### src/rtl/mem_arbiter_pkg.sv
// Shared encodings and default widths for the CPU memory-port arbiter.
package mem_arbiter_pkg;

    localparam int ADDR_W_DEF = 32;
    localparam int DATA_W_DEF = 32;

    localparam logic [1:0] ST_IDLE = 2'd0;
    localparam logic [1:0] ST_BUSY = 2'd1;
    localparam logic [1:0] ST_RESP = 2'd2;

    localparam logic OWN_FETCH = 1'b0;
    localparam logic OWN_DATA  = 1'b1;

endpackage

### src/rtl/mem_arbiter_bus_watchdog.sv
// Counts consecutive enabled cycles and pulses expire_o in the TIMEOUT-th one.
module bus_watchdog
    import mem_arbiter_pkg::*;
#(
    parameter int TIMEOUT = 8
) (
    input  logic clk,
    input  logic reset_n,
    input  logic en_i,
    output logic expire_o
);

    localparam int            CW   = $clog2(TIMEOUT + 1);
    localparam logic [CW-1:0] LAST = CW'(TIMEOUT - 1);

    logic [CW-1:0] cnt_q, cnt_d;

    always_comb cnt_d = en_i ? cnt_q + 1'b1 : '0;

    always_ff @(posedge clk or negedge reset_n) begin
        if (!reset_n) cnt_q <= '0;
        else          cnt_q <= cnt_d;
    end

    assign expire_o = en_i && (cnt_q == LAST);

endmodule

### src/rtl/mem_arbiter.sv
// Two-port (fetch / data) arbiter onto a single memory port with registered
// m_* outputs, one-cycle ack pulses and an optional response watchdog.
module mem_arbiter
    import mem_arbiter_pkg::*;
#(
    parameter int ADDR_W  = ADDR_W_DEF,
    parameter int DATA_W  = DATA_W_DEF,
    parameter int RR_MODE = 0,
    parameter int TIMEOUT = 0
) (
    input  logic                clk,
    input  logic                reset_n,
    input  logic                i_req,
    input  logic [ADDR_W-1:0]   i_addr,
    output logic [DATA_W-1:0]   i_rdata,
    output logic                i_ack,
    output logic                i_err,
    input  logic                d_req,
    input  logic                d_we,
    input  logic [ADDR_W-1:0]   d_addr,
    input  logic [DATA_W-1:0]   d_wdata,
    input  logic [DATA_W/8-1:0] d_wstrb,
    output logic [DATA_W-1:0]   d_rdata,
    output logic                d_ack,
    output logic                d_err,
    output logic                m_req,
    output logic                m_we,
    output logic [ADDR_W-1:0]   m_addr,
    output logic [DATA_W-1:0]   m_wdata,
    output logic [DATA_W/8-1:0] m_wstrb,
    input  logic [DATA_W-1:0]   m_rdata,
    input  logic                m_ready
);

    localparam int SW = DATA_W / 8;

    logic [1:0]        state_q, state_d;
    logic              owner_q, owner_d, last_q, last_d;
    logic              m_req_q, m_req_d, m_we_q, m_we_d;
    logic [ADDR_W-1:0] m_addr_q, m_addr_d;
    logic [DATA_W-1:0] m_wdata_q, m_wdata_d;
    logic [SW-1:0]     m_wstrb_q, m_wstrb_d;
    logic [DATA_W-1:0] i_rdata_q, i_rdata_d, d_rdata_q, d_rdata_d;
    logic              i_ack_q, i_ack_d, i_err_q, i_err_d;
    logic              d_ack_q, d_ack_d, d_err_q, d_err_d;
    logic              wd_expire, pick_data;

    generate
        if (TIMEOUT > 0) begin : g_wd
            bus_watchdog #(.TIMEOUT(TIMEOUT)) u_wd (
                .clk      (clk),
                .reset_n  (reset_n),
                .en_i     (state_q == ST_BUSY),
                .expire_o (wd_expire)
            );
        end else begin : g_no_wd
            assign wd_expire = 1'b0;
        end
    endgenerate

    // Only a contested grant looks at history; a lone requester always wins.
    always_comb begin
        pick_data = d_req;
        if (i_req && d_req && RR_MODE != 0) pick_data = (last_q == OWN_FETCH);
    end

    always_comb begin
        state_d   = state_q;
        owner_d   = owner_q;
        last_d    = last_q;
        m_req_d   = m_req_q;
        m_we_d    = m_we_q;
        m_addr_d  = m_addr_q;
        m_wdata_d = m_wdata_q;
        m_wstrb_d = m_wstrb_q;
        i_rdata_d = i_rdata_q;
        d_rdata_d = d_rdata_q;
        i_ack_d   = 1'b0;
        i_err_d   = 1'b0;
        d_ack_d   = 1'b0;
        d_err_d   = 1'b0;
        case (state_q)
            ST_IDLE: begin
                if (i_req || d_req) begin
                    state_d = ST_BUSY;
                    m_req_d = 1'b1;
                    owner_d = pick_data ? OWN_DATA : OWN_FETCH;
                    last_d  = owner_d;
                    if (pick_data) begin
                        m_we_d    = d_we;
                        m_addr_d  = d_addr;
                        m_wdata_d = d_wdata;
                        m_wstrb_d = d_wstrb;
                    end else begin
                        m_we_d    = 1'b0;
                        m_addr_d  = i_addr;
                        m_wdata_d = '0;
                        m_wstrb_d = '0;
                    end
                end
            end
            ST_BUSY: begin
                // m_ready coinciding with expiry counts as a clean completion.
                if (m_ready || wd_expire) begin
                    state_d = ST_RESP;
                    m_req_d = 1'b0;
                    if (owner_q == OWN_DATA) begin
                        d_ack_d   = 1'b1;
                        d_err_d   = !m_ready;
                        d_rdata_d = m_ready ? m_rdata : '0;
                    end else begin
                        i_ack_d   = 1'b1;
                        i_err_d   = !m_ready;
                        i_rdata_d = m_ready ? m_rdata : '0;
                    end
                end
            end
            ST_RESP: state_d = ST_IDLE;
            default: state_d = ST_IDLE;
        endcase
    end

    always_ff @(posedge clk or negedge reset_n) begin
        if (!reset_n) begin
            state_q   <= ST_IDLE;
            owner_q   <= OWN_FETCH;
            last_q    <= OWN_FETCH;
            m_req_q   <= 1'b0;
            m_we_q    <= 1'b0;
            m_addr_q  <= '0;
            m_wdata_q <= '0;
            m_wstrb_q <= '0;
            i_rdata_q <= '0;
            d_rdata_q <= '0;
            i_ack_q   <= 1'b0;
            i_err_q   <= 1'b0;
            d_ack_q   <= 1'b0;
            d_err_q   <= 1'b0;
        end else begin
            state_q   <= state_d;
            owner_q   <= owner_d;
            last_q    <= last_d;
            m_req_q   <= m_req_d;
            m_we_q    <= m_we_d;
            m_addr_q  <= m_addr_d;
            m_wdata_q <= m_wdata_d;
            m_wstrb_q <= m_wstrb_d;
            i_rdata_q <= i_rdata_d;
            d_rdata_q <= d_rdata_d;
            i_ack_q   <= i_ack_d;
            i_err_q   <= i_err_d;
            d_ack_q   <= d_ack_d;
            d_err_q   <= d_err_d;
        end
    end

    assign m_req   = m_req_q;
    assign m_we    = m_we_q;
    assign m_addr  = m_addr_q;
    assign m_wdata = m_wdata_q;
    assign m_wstrb = m_wstrb_q;
    assign i_rdata = i_rdata_q;
    assign i_ack   = i_ack_q;
    assign i_err   = i_err_q;
    assign d_rdata = d_rdata_q;
    assign d_ack   = d_ack_q;
    assign d_err   = d_err_q;

endmodule

### config.mk
export PLATFORM = sky130hd
export DESIGN_NAME = mem_arbiter
export DESIGN_NICKNAME = d
export VERILOG_FILES = /design/src/rtl/mem_arbiter_pkg.sv /design/src/rtl/mem_arbiter_bus_watchdog.sv /design/src/rtl/mem_arbiter.sv
export SDC_FILE = /design/constraint.sdc
export NUM_CORES = 1
export LEC_CHECK = 0
export ABC_AREA = 1
export CAP_MARGIN = 10
export CORE_MARGIN = 1.5
export CORE_UTILIZATION = 37
export CTS_CLUSTER_SIZE = 14
export DETAILED_ROUTE_END_ITERATION = 16
export PLACE_DENSITY_LB_ADDON = 0.12
export SLEW_MARGIN = 25
export SYNTH_ARGS = -nofsm -noshare
export SYNTH_HDL_FRONTEND = slang
export SYNTH_SLANG_ARGS = --single-unit
### constraint.sdc
create_clock -name clk -period 1.1 [get_ports clk]
set_input_delay 0.22 -clock clk [delete_from_list [all_inputs] [get_ports clk]]
set_output_delay 0.22 -clock clk [all_outputs]
set_load 0.1 [all_outputs]
## Word level (Yosys, flattened, before mapping)

Cells that the tools add are included.

| word-level totals | value |
|---|---|
| register bits | 141 |
| input bits | 138 |
| output and inout port bits | 138 |
| logic and storage cells | 49 |

| cells by class | value |
|---|---|
| eq/ne operators | 3 |
| multiplexer cells | 23 |
| bitwise logic cells | 1 |
| reduce and logical (&&, ||, !) cells | 9 |

Operators by type and width:

| kind | number |
|---|---|
| $mux 32 | 2 |
| $mux 1 | 16 |
| $reduce_and 3->1 | 3 |
| $mux 2 | 2 |
| $mux 4 | 1 |
| $ne 2x2->1 const B | 2 |
| $pmux 2 s2 | 1 |
| $reduce_and 2->1 | 2 |
| $eq 2x1->1 const B | 1 |
| $logic_not 2->1 | 1 |
| $pmux 1 s2 | 1 |
| $reduce_bool 2->1 | 1 |
| $logic_not 1->1 | 1 |
| $logic_or 1x1->1 | 1 |
| $not 1->1 | 1 |

## Depth between registers and ports, before layout

Gate-level depths: netlist (run 1).

| logic depth | value |
|---|---|
| word-level depth | 4 |
| gate-level depth with buffers | 7 |
| gate-level depth less buffers | 5 |

## Worst setup path before layout (run 1)

Ideal clock, no wire load.

| timing | value |
|---|---|
| path kind | register to register |
| from | reg d_rdata[0] (netlist name) |
| to | reg d_rdata_q[0], in the netlist d_rdata[0] |
| setup time | 0.068 ns |
| arrival | 1.088 ns |
| required time | 1.032 ns |
| path slack | -0.056 ns |
| stages on the path, launching flop included | 3 |
| buffers on the path | 0 |
| period minus slack after synthesis | 1.156 ns |
| path through | dfrtp_1 nand2_1 nand2_1 |

RTL lines:

| element | RTL line | source |
|---|---|---|
| end signal, assigned | mem_arbiter.sv:149 | `d_rdata_q <= d_rdata_d;` |
| end, declared | mem_arbiter.sv:43 | `logic [DATA_W-1:0] i_rdata_q, i_rdata_d, d_rdata_q, d_rdata_d;` |

## Worst setup path in the final report (run 1)

| timing | value |
|---|---|
| from | reg state_q[1] |
| to | reg d_rdata_q[30], in the netlist d_rdata[30] |

| on the way | value |
|---|---|
| cells in the longest elaborated chain, start to end | 2 |

RTL lines:

| element | RTL line | source |
|---|---|---|
| start, declared | mem_arbiter.sv:37 | `logic [1:0] state_q, state_d;` |
| start signal, assigned | mem_arbiter.sv:140 | `state_q <= state_d;` |
| $eq 2x1->1 | mem_arbiter.sv:82 | `case (state_q)` |
| $reduce_and 3->1 (no line) | n/a |  |

No other way between the ends.
A chain may end at the register's enable or synchronous reset.

==> results of run 1 <==
-- worst max-delay path: stages, from the launching register on --
cell       delay [ns]
dfrtp_2          0.44
buf_6            0.13
inv_4            0.06
nand2_4          0.05
nor2_4           0.21
clkbuf_16        0.24
nand2_1          0.07
nand2_1          0.08
-- area by class of cell --
| type | count | area, µm² |
|---|---|---|
| diodes | 1 | 2.502 |
| clock buffers | 22 | 494.2 |
| clock inverters | 10 | 182.7 |
| fillers | 782 | 2451 |
| inverters | 8 | 32.53 |
| multi-input cells | 521 | 2690 |
| flip-flops and latches | 141 | 3704 |
| well taps | 211 | 264.0 |
| repair buffers | 383 | 5550 |
-- final timing paths --
| path | startpoint | to | slack (ns) | cells after the start |
|---|---|---|---|---|
| worst min register to register | m_addr[15] | m_addr[15] | 0.52 | 2 |
| min in group clk | d_req | owner_q | 0.25 | 4 |
| worst max register to register | state_q[1] | d_rdata[30] | -0.25 | 7 |
| worst min-delay path | reset_n | d_ack | 0.25 | 2 |
| max in group asynchronous | reset_n | m_wdata[1] | 0.33 | 3 |
| worst max-delay path | state_q[1] | d_rdata[30] | -0.25 | 7 |
-- placed cells by master, fill, tap and decap left out, drive strengths merged --
master         instances
dfrtp                141
dlygate4sd3            1
diode                  1
nand3                 69
conb                   2
clkdlybuf4s50        135
bufinv                 5
clkinv                 2
clkinvlp               3
clkbuf                30
inv                    8
nor2                   6
o21ai                  1
buf                  239
nand2                443
-- through the flow --
step	cells	setup TNS, ns	setup WS, ns	util	hold WS [ns]
floorplan	706	0	0.007054	-	-0.07559
global placement	1180	-37.73	-0.3998	0.6868	0.1339
detailed placement	1180	-39.44	-0.4331	0.6868	0.1345
CTS	1249	-37.33	-0.1658	0.7813	0.2413
global route	1296	-51.28	-0.3011	0.8404	0.2504
finish	1297	-41.61	-0.2489	0.8405	0.2488
-- timing repair --
| action | CTS | global route |
|---|---|---|
| endpoints found under the hold margin | 61 | 0 |
| setup buffers | 20 | 43 |
| pin swaps | 20 | 43 |
| cloned | 16 | 10 |
| hold buffers | 1 | 0 |
| setup endpoints to repair | 273 | 277 |
| gates resized for setup | 57 | 122 |
-- metal layers --
layer | part of all wire | track usage | routed length (µm)
met5 | 0 | 0 | 0
met4 | 0.035 | 0.1044 | 878
met3 | 0.084 | 0.09331 | 2107
met2 | 0.53 | 0.4678 | 13350
met1 | 0.35 | 0.2980 | 8870
-- cell families after synthesis --
logic type	share of synthesized area
AND/OR/NAND/NOR	0.3506
flip-flops	0.5977
buffers and inverters	0.05023
AO/OA/AOI/OAI	0.0008470
other	0.0006353
-- sequential cells by signal (all words and copies together) (netlist names), 2 cells and up --
| signal | flops |
|---|---|
| d_rdata | 32 |
| i_rdata | 32 |
| m_addr | 32 |
| m_wdata | 32 |
| m_wstrb | 4 |
| state_q | 2 |
==> run metrics, run 1 <==
asr flop ratio synth=1.000; RSZ-0062 raised after global routing=true; crit path kind=register to register; largest area contributor in the netlist=dfrtp_1; initial antenna violation count=0; Clock Sinks=141; worst skew pair latency=0.43 ns; row cnt=45; Layout Nets=1210; fin area=0.01292 mm²; ys flop type=dfrtp_1; largest net degree at the start of global routing=35; share of layout cells above drive strength 1=0.5041; worst min path class=input port to asynchronous set/reset pin; hpwl dp=13000 µm; Worst Skew=0.01119 ns; I/O pin count=276; syn_area_per_cell=8.373 µm²; crit share post-route=1.226; final setup vio count=276; total wire length=25200 µm; Synth cell types=18; average wire per standard cell=19.43 µm; area delta synth->final=118.9%; crit path max fanout=16; total number of vias=6425; DR pass1 iterations=6; core footprint=0.01537 mm²; Tmin final=1.349 ns; final hold violations=0; clock buffer depth=2; FMAX=0.7414 GHz; Seq cells post-synth=141; post-synth top area share=0.5977; final setup margin=-0.2489 ns; Synth area leaders=dfrtp_1 (60%), nand2_1 (28%), nand3_1 (5.8%), buf_4 (1.7%), buf_2 (1.5%); CTS tree=built; total die area=0.01672 mm²; Max Cap Violations=0; average via count per standard cell=4.954; commonest cells in the synthesized netlist=nand2_1 (436), dfrtp_1 (141), nand3_1 (69), buf_2 (18), buf_4 (13); # port buffers=275; Inserted Clock Buffers=17; number of synthesized flops with an enable pin=0; WP data required=1.45 ns; status=complete, but fails checks; Clock Tree Root=clkbuf_16; CTS clk-pin slew, worst paths=0.06 ns; vias in the first global route=6231; Placed Area=0.01056 mm²; CP Launch Type=register; Die X=129.3 µm; first-pass GRT wire length=33380 µm; initial drt markers=398; gr usage total=0.2669; violations in the final reports=negative setup slack; H-tree lvl count=4; CP Capture Type=register; Initial Utilization=0.3840; GPL Wtd Cong=0.7526; synth warn=0; height of the die=129.3 µm; fin. max-slew vios=0; Mapped Cells=705; crit path DAT=1.70 ns; area of the mapped netlist=0.005903 mm²; share of the yosys chip area belonging to registers=0.5977; antenna violation net count after detailed routing=0; Remaining DRCs=0; top-count cell post-synth=nand2_1; grt ovf=0
Power of run 1 is left out: the tool's default activity adds up to more than one toggle a clock period on the data nets, which glitch-free logic cannot reach.
==> run 2, diff against run 1 <==
--- a/config.mk
+++ b/config.mk
@@ -11,7 +11,7 @@
 export CORE_UTILIZATION = 37
 export CTS_CLUSTER_SIZE = 14
 export DETAILED_ROUTE_END_ITERATION = 16
-export PLACE_DENSITY_LB_ADDON = 0.12
+export PLACE_DENSITY = 0.84
 export SLEW_MARGIN = 25
 export SYNTH_ARGS = -nofsm -noshare
 export SYNTH_HDL_FRONTEND = slang
==> run metrics, run 2 (synthesis results as in run 1) <==
worst skew pair latency=0.43 ns; initial drt markers=482; crit path max fanout=8; most frequent cells in the layout=nand2_1 (371), buf_12 (152), dfrtp_2 (140); antenna violation net count after detailed routing=0; GPL Wtd Cong=0.8107; RSZ-0062 raised after global routing=true; Worst Skew=0.01171 ns; worst min path class=input port to asynchronous set/reset pin; ANT cells=0; fin. max-slew vios=0; I/O pin count=276; grt ovf=0; FMAX=0.7362 GHz; core footprint=0.01537 mm²; vias in the first global route=6487; status=complete, but fails checks; area delta synth->final=110.4%; crit path DAT=1.70 ns; clock buffer depth=2; final setup margin=-0.2583 ns; violations in the final reports=negative setup slack; Initial Utilization=0.3840; average wire per standard cell=19.67 µm; Layout Nets=1184; row cnt=45; CTS clk-pin slew, worst paths=0.07 ns; Fill cells=783; largest net degree at the start of global routing=62; Tmin final=1.358 ns; WP data required=1.45 ns; total number of vias=6484; Inserted Clock Buffers=17; CP Launch Type=register; height of the die=129.3 µm; CP Capture Type=register; Die X=129.3 µm; Finished Core Util=0.8082; Max Cap Violations=0; # port buffers=275; CTS tree=built; gr usage total=0.2661; final hold violations=0; DR pass1 iterations=5; final setup vio count=277; crit share post-route=1.235; crit path kind=register to register; commonest non-fill, non-tap cell in the layout=nand2_1; H-tree lvl count=4; Clock Tree Root=clkbuf_16; total die area=0.01672 mm²; initial antenna violation count=0; first-pass GRT wire length=33760 µm; Remaining DRCs=0; share of layout cells above drive strength 1=0.4570; hpwl dp=14250 µm; total wire length=24980 µm; Clock Sinks=141; average via count per standard cell=5.106
run 2: per-stage QoR:
stage	hold WS [ns]	cell area, µm²	setup WS, ns	instances	setup TNS [ns]
floorplan	-0.07559	6081	0.007054	706	0
global placement	0.05282	10510	-0.4172	1174	-38.99
detailed placement	0.05049	10510	-0.5168	1174	-43.22
CTS	0.1761	11660	-0.1702	1235	-37.67
global route	0.1827	12420	-0.3069	1270	-52.74
finish	0.1874	12420	-0.2583	1270	-41.79
run 2: final cells by class:
| class | instances | area [µm²] | share of cell area |
|---|---|---|---|
| tap | 211 | 264.0 | 0.02125 |
| sequential | 141 | 3704 | 0.2981 |
| multi-input combinational | 522 | 2491 | 0.2005 |
| clock inverter | 13 | 211.5 | 0.01702 |
| clock buffer | 19 | 452.9 | 0.03646 |
| timing repair buffer | 356 | 5258 | 0.4232 |
| inverter | 8 | 42.54 | 0.003424 |
run 2: final timing paths:
path,start,end,slack (ns),cells after the start
worst min-delay path,reset_n,d_rdata[15],0.19,2
min in group clk,d_req,m_wdata[9],0.28,4
max in group asynchronous,reset_n,m_addr[2],0.33,3
worst max register to register,state_q[1],d_rdata[31],-0.26,7
worst min register to register,m_wstrb[3],m_wstrb[3],0.52,2
worst max-delay path,state_q[1],d_rdata[31],-0.26,7
run 2: per-layer routing:
| metal | vias up | wire length [µm] | global-route usage |
|---|---|---|---|
| li1 | 2855 | - | - |
| met1 | 3105 | 8565 | 0.2856 |
| met2 | 410 | 12780 | 0.4703 |
| met3 | 114 | 2179 | 0.08340 |
| met4 | 0 | 1454 | 0.1395 |
| met5 | - | 0 | 0 |
run 2: what timing repair did:
action / in CTS / in global routing
setup buffers: 21 / 22
gates resized for setup: 25 / 95
setup endpoints to repair: 275 / 277
pin swaps: 2 / 16
cloned: 7 / 14
hold buffers: 1 / 0
hold endpoints to repair: 141 / 0
run 2: critical path, stage by stage (launching register included):
cell and delay, ns:
dfrtp_2 0.44, buf_12 0.15, clkinv_8 0.04, nand2_4 0.04, nor2_4 0.23, clkbuf_16 0.25, nand2_2 0.07, nand2_1 0.08
Power of run 2 is left out for the same reason.
==> run 3, diff against run 2 <==
--- a/config.mk
+++ b/config.mk
@@ -11,6 +11,7 @@
 export CORE_UTILIZATION = 37
 export CTS_CLUSTER_SIZE = 14
 export DETAILED_ROUTE_END_ITERATION = 16
+export GPL_TIMING_DRIVEN = 0
 export PLACE_DENSITY = 0.84
 export SLEW_MARGIN = 25
 export SYNTH_ARGS = -nofsm -noshare
==> run metrics, run 3 (synthesis results as in run 1) <==
first-pass GRT wire length=32640 µm; crit path kind=register to register; CP Launch Type=register; final setup margin=-0.2528 ns; violations in the final reports=negative hold slack, negative setup slack; crit path max fanout=5; H-tree lvl count=4; initial antenna violation count=0; RSZ-0062 raised after global routing=true; CTS clk-pin slew, worst paths=0.07 ns; core footprint=0.01537 mm²; height of the die=129.3 µm; Tmin final=1.353 ns; final hold violations=60; fin. max-slew vios=0; total die area=0.01672 mm²; hpwl dp=13330 µm; worst skew pair latency=0.42 ns; Hold Slack=-0.2757 ns; most frequent cells in the layout=nand2_1 (372), dfrtp_2 (140), clkdlybuf4s50_1 (135); # port buffers=274; grt ovf=0; worst min path class=input port to asynchronous set/reset pin; total wire length=25060 µm; WP data required=1.43 ns; crit share post-route=1.230; Inserted Clock Buffers=17; vias in the first global route=6316; gr usage total=0.2555; I/O pin count=276; ANT cells=0; Max Cap Violations=0; total number of vias=6486; average wire per standard cell=19.40 µm; clock buffer depth=2; Clock Tree Root=clkbuf_16; CP Capture Type=register; FMAX=0.7392 GHz; Placed Area=0.009120 mm²; status=complete, but fails checks; Place WS=-0.6432 ns; Remaining DRCs=0; crit path DAT=1.69 ns; Layout Nets=1206; average via count per standard cell=5.020; Clock Sinks=141; DR pass1 iterations=5; commonest non-fill, non-tap cell in the layout=nand2_1; Initial Utilization=0.3840; reg2reg setup slack=-0.25 ns; share of layout cells above drive strength 1=0.4635; CTS tree=built; GPL Wtd Cong=0.8210; initial drt markers=441; final setup vio count=276; largest net degree at the start of global routing=82; Die X=129.3 µm; Worst Skew=0.01644 ns; area delta synth->final=104.4%; row cnt=45; fin area=0.01207 mm²; antenna violation net count after detailed routing=0
[run 3: changes by cell type in the layout (fill, tap and decap cells not counted), moves of 3 or more]
cell / before / now
buf_8: 2 / 15
buf_12: 152 / 129
buf_16: 8 / 1
clkinv_2: 2 / 5
buf_6: 4 / 34
clkbuf_16: 26 / 21
buf_2: 2 / 11
buf_4: 43 / 50
nand2_4: 23 / 12
nand2_2: 46 / 54
bufinv_16: 5 / 2
[run 3: per-stage QoR]
step	hold WS, ns	utilization	TNS [ns]	instances
after floorplan	-0.07559	-	0	706
after global placement	0.4587	0.5912	-1007.60	1191
after detailed placement	0.1774	0.5933	-134.45	1192
after CTS	-0.2626	0.7155	-32.74	1256
after global routing	-0.2446	0.7849	-49.50	1292
final	-0.2757	0.7849	-36.80	1292
[run 3: layout make-up]
class,instances,area [µm²]
buffer,37,345.3
clock buffer,19,442.9
clock inverter,13,137.6
fill,906,3306
inverter,8,30.03
multi-input combinational,518,2376
sequential,141,3704
tap,211,264.0
timing repair buffer,345,4766
[run 3: path summary, 6_finish.rpt]
| kind | startpoint | to | cells past startpoint |
|---|---|---|---|
| worst max-delay path | state_q[1] | i_rdata[23] | 6 |
| worst min-delay path | reset_n | d_rdata[19] | 1 |
| worst max register to register | state_q[1] | i_rdata[23] | 6 |
| worst min register to register | m_wdata[25] | m_wdata[25] | 2 |
| max in group asynchronous | reset_n | m_addr[21] | 2 |
| min in group clk | d_wstrb[1] | m_wstrb[1] | 3 |
[run 3: worst max-delay path: stages (launching register included)]
cell and delay (ns):
dfrtp_2 0.46, nor2_8 0.22, buf_12 0.15, buf_8 0.12
buf_8 0.13, nand3_2 0.07, nand2_1 0.13
[run 3: timing repair]
item / in CTS / in global routing
setup endpoints to repair: 269 / 275
buffers inserted: 24 / 33
pin swaps: 17 / 19
cloned: 9 / 6
hold endpoints to repair: 60 / 60
resized for setup: 1194 / 178
[run 3: layer usage]
layer / GRT usage / wire, µm
met5: 0 / 0
met4: 0.1236 / 1164
met3: 0.08547 / 2049
met2: 0.4540 / 13050
met1: 0.2726 / 8796
Power of run 3 is left out for the same reason.
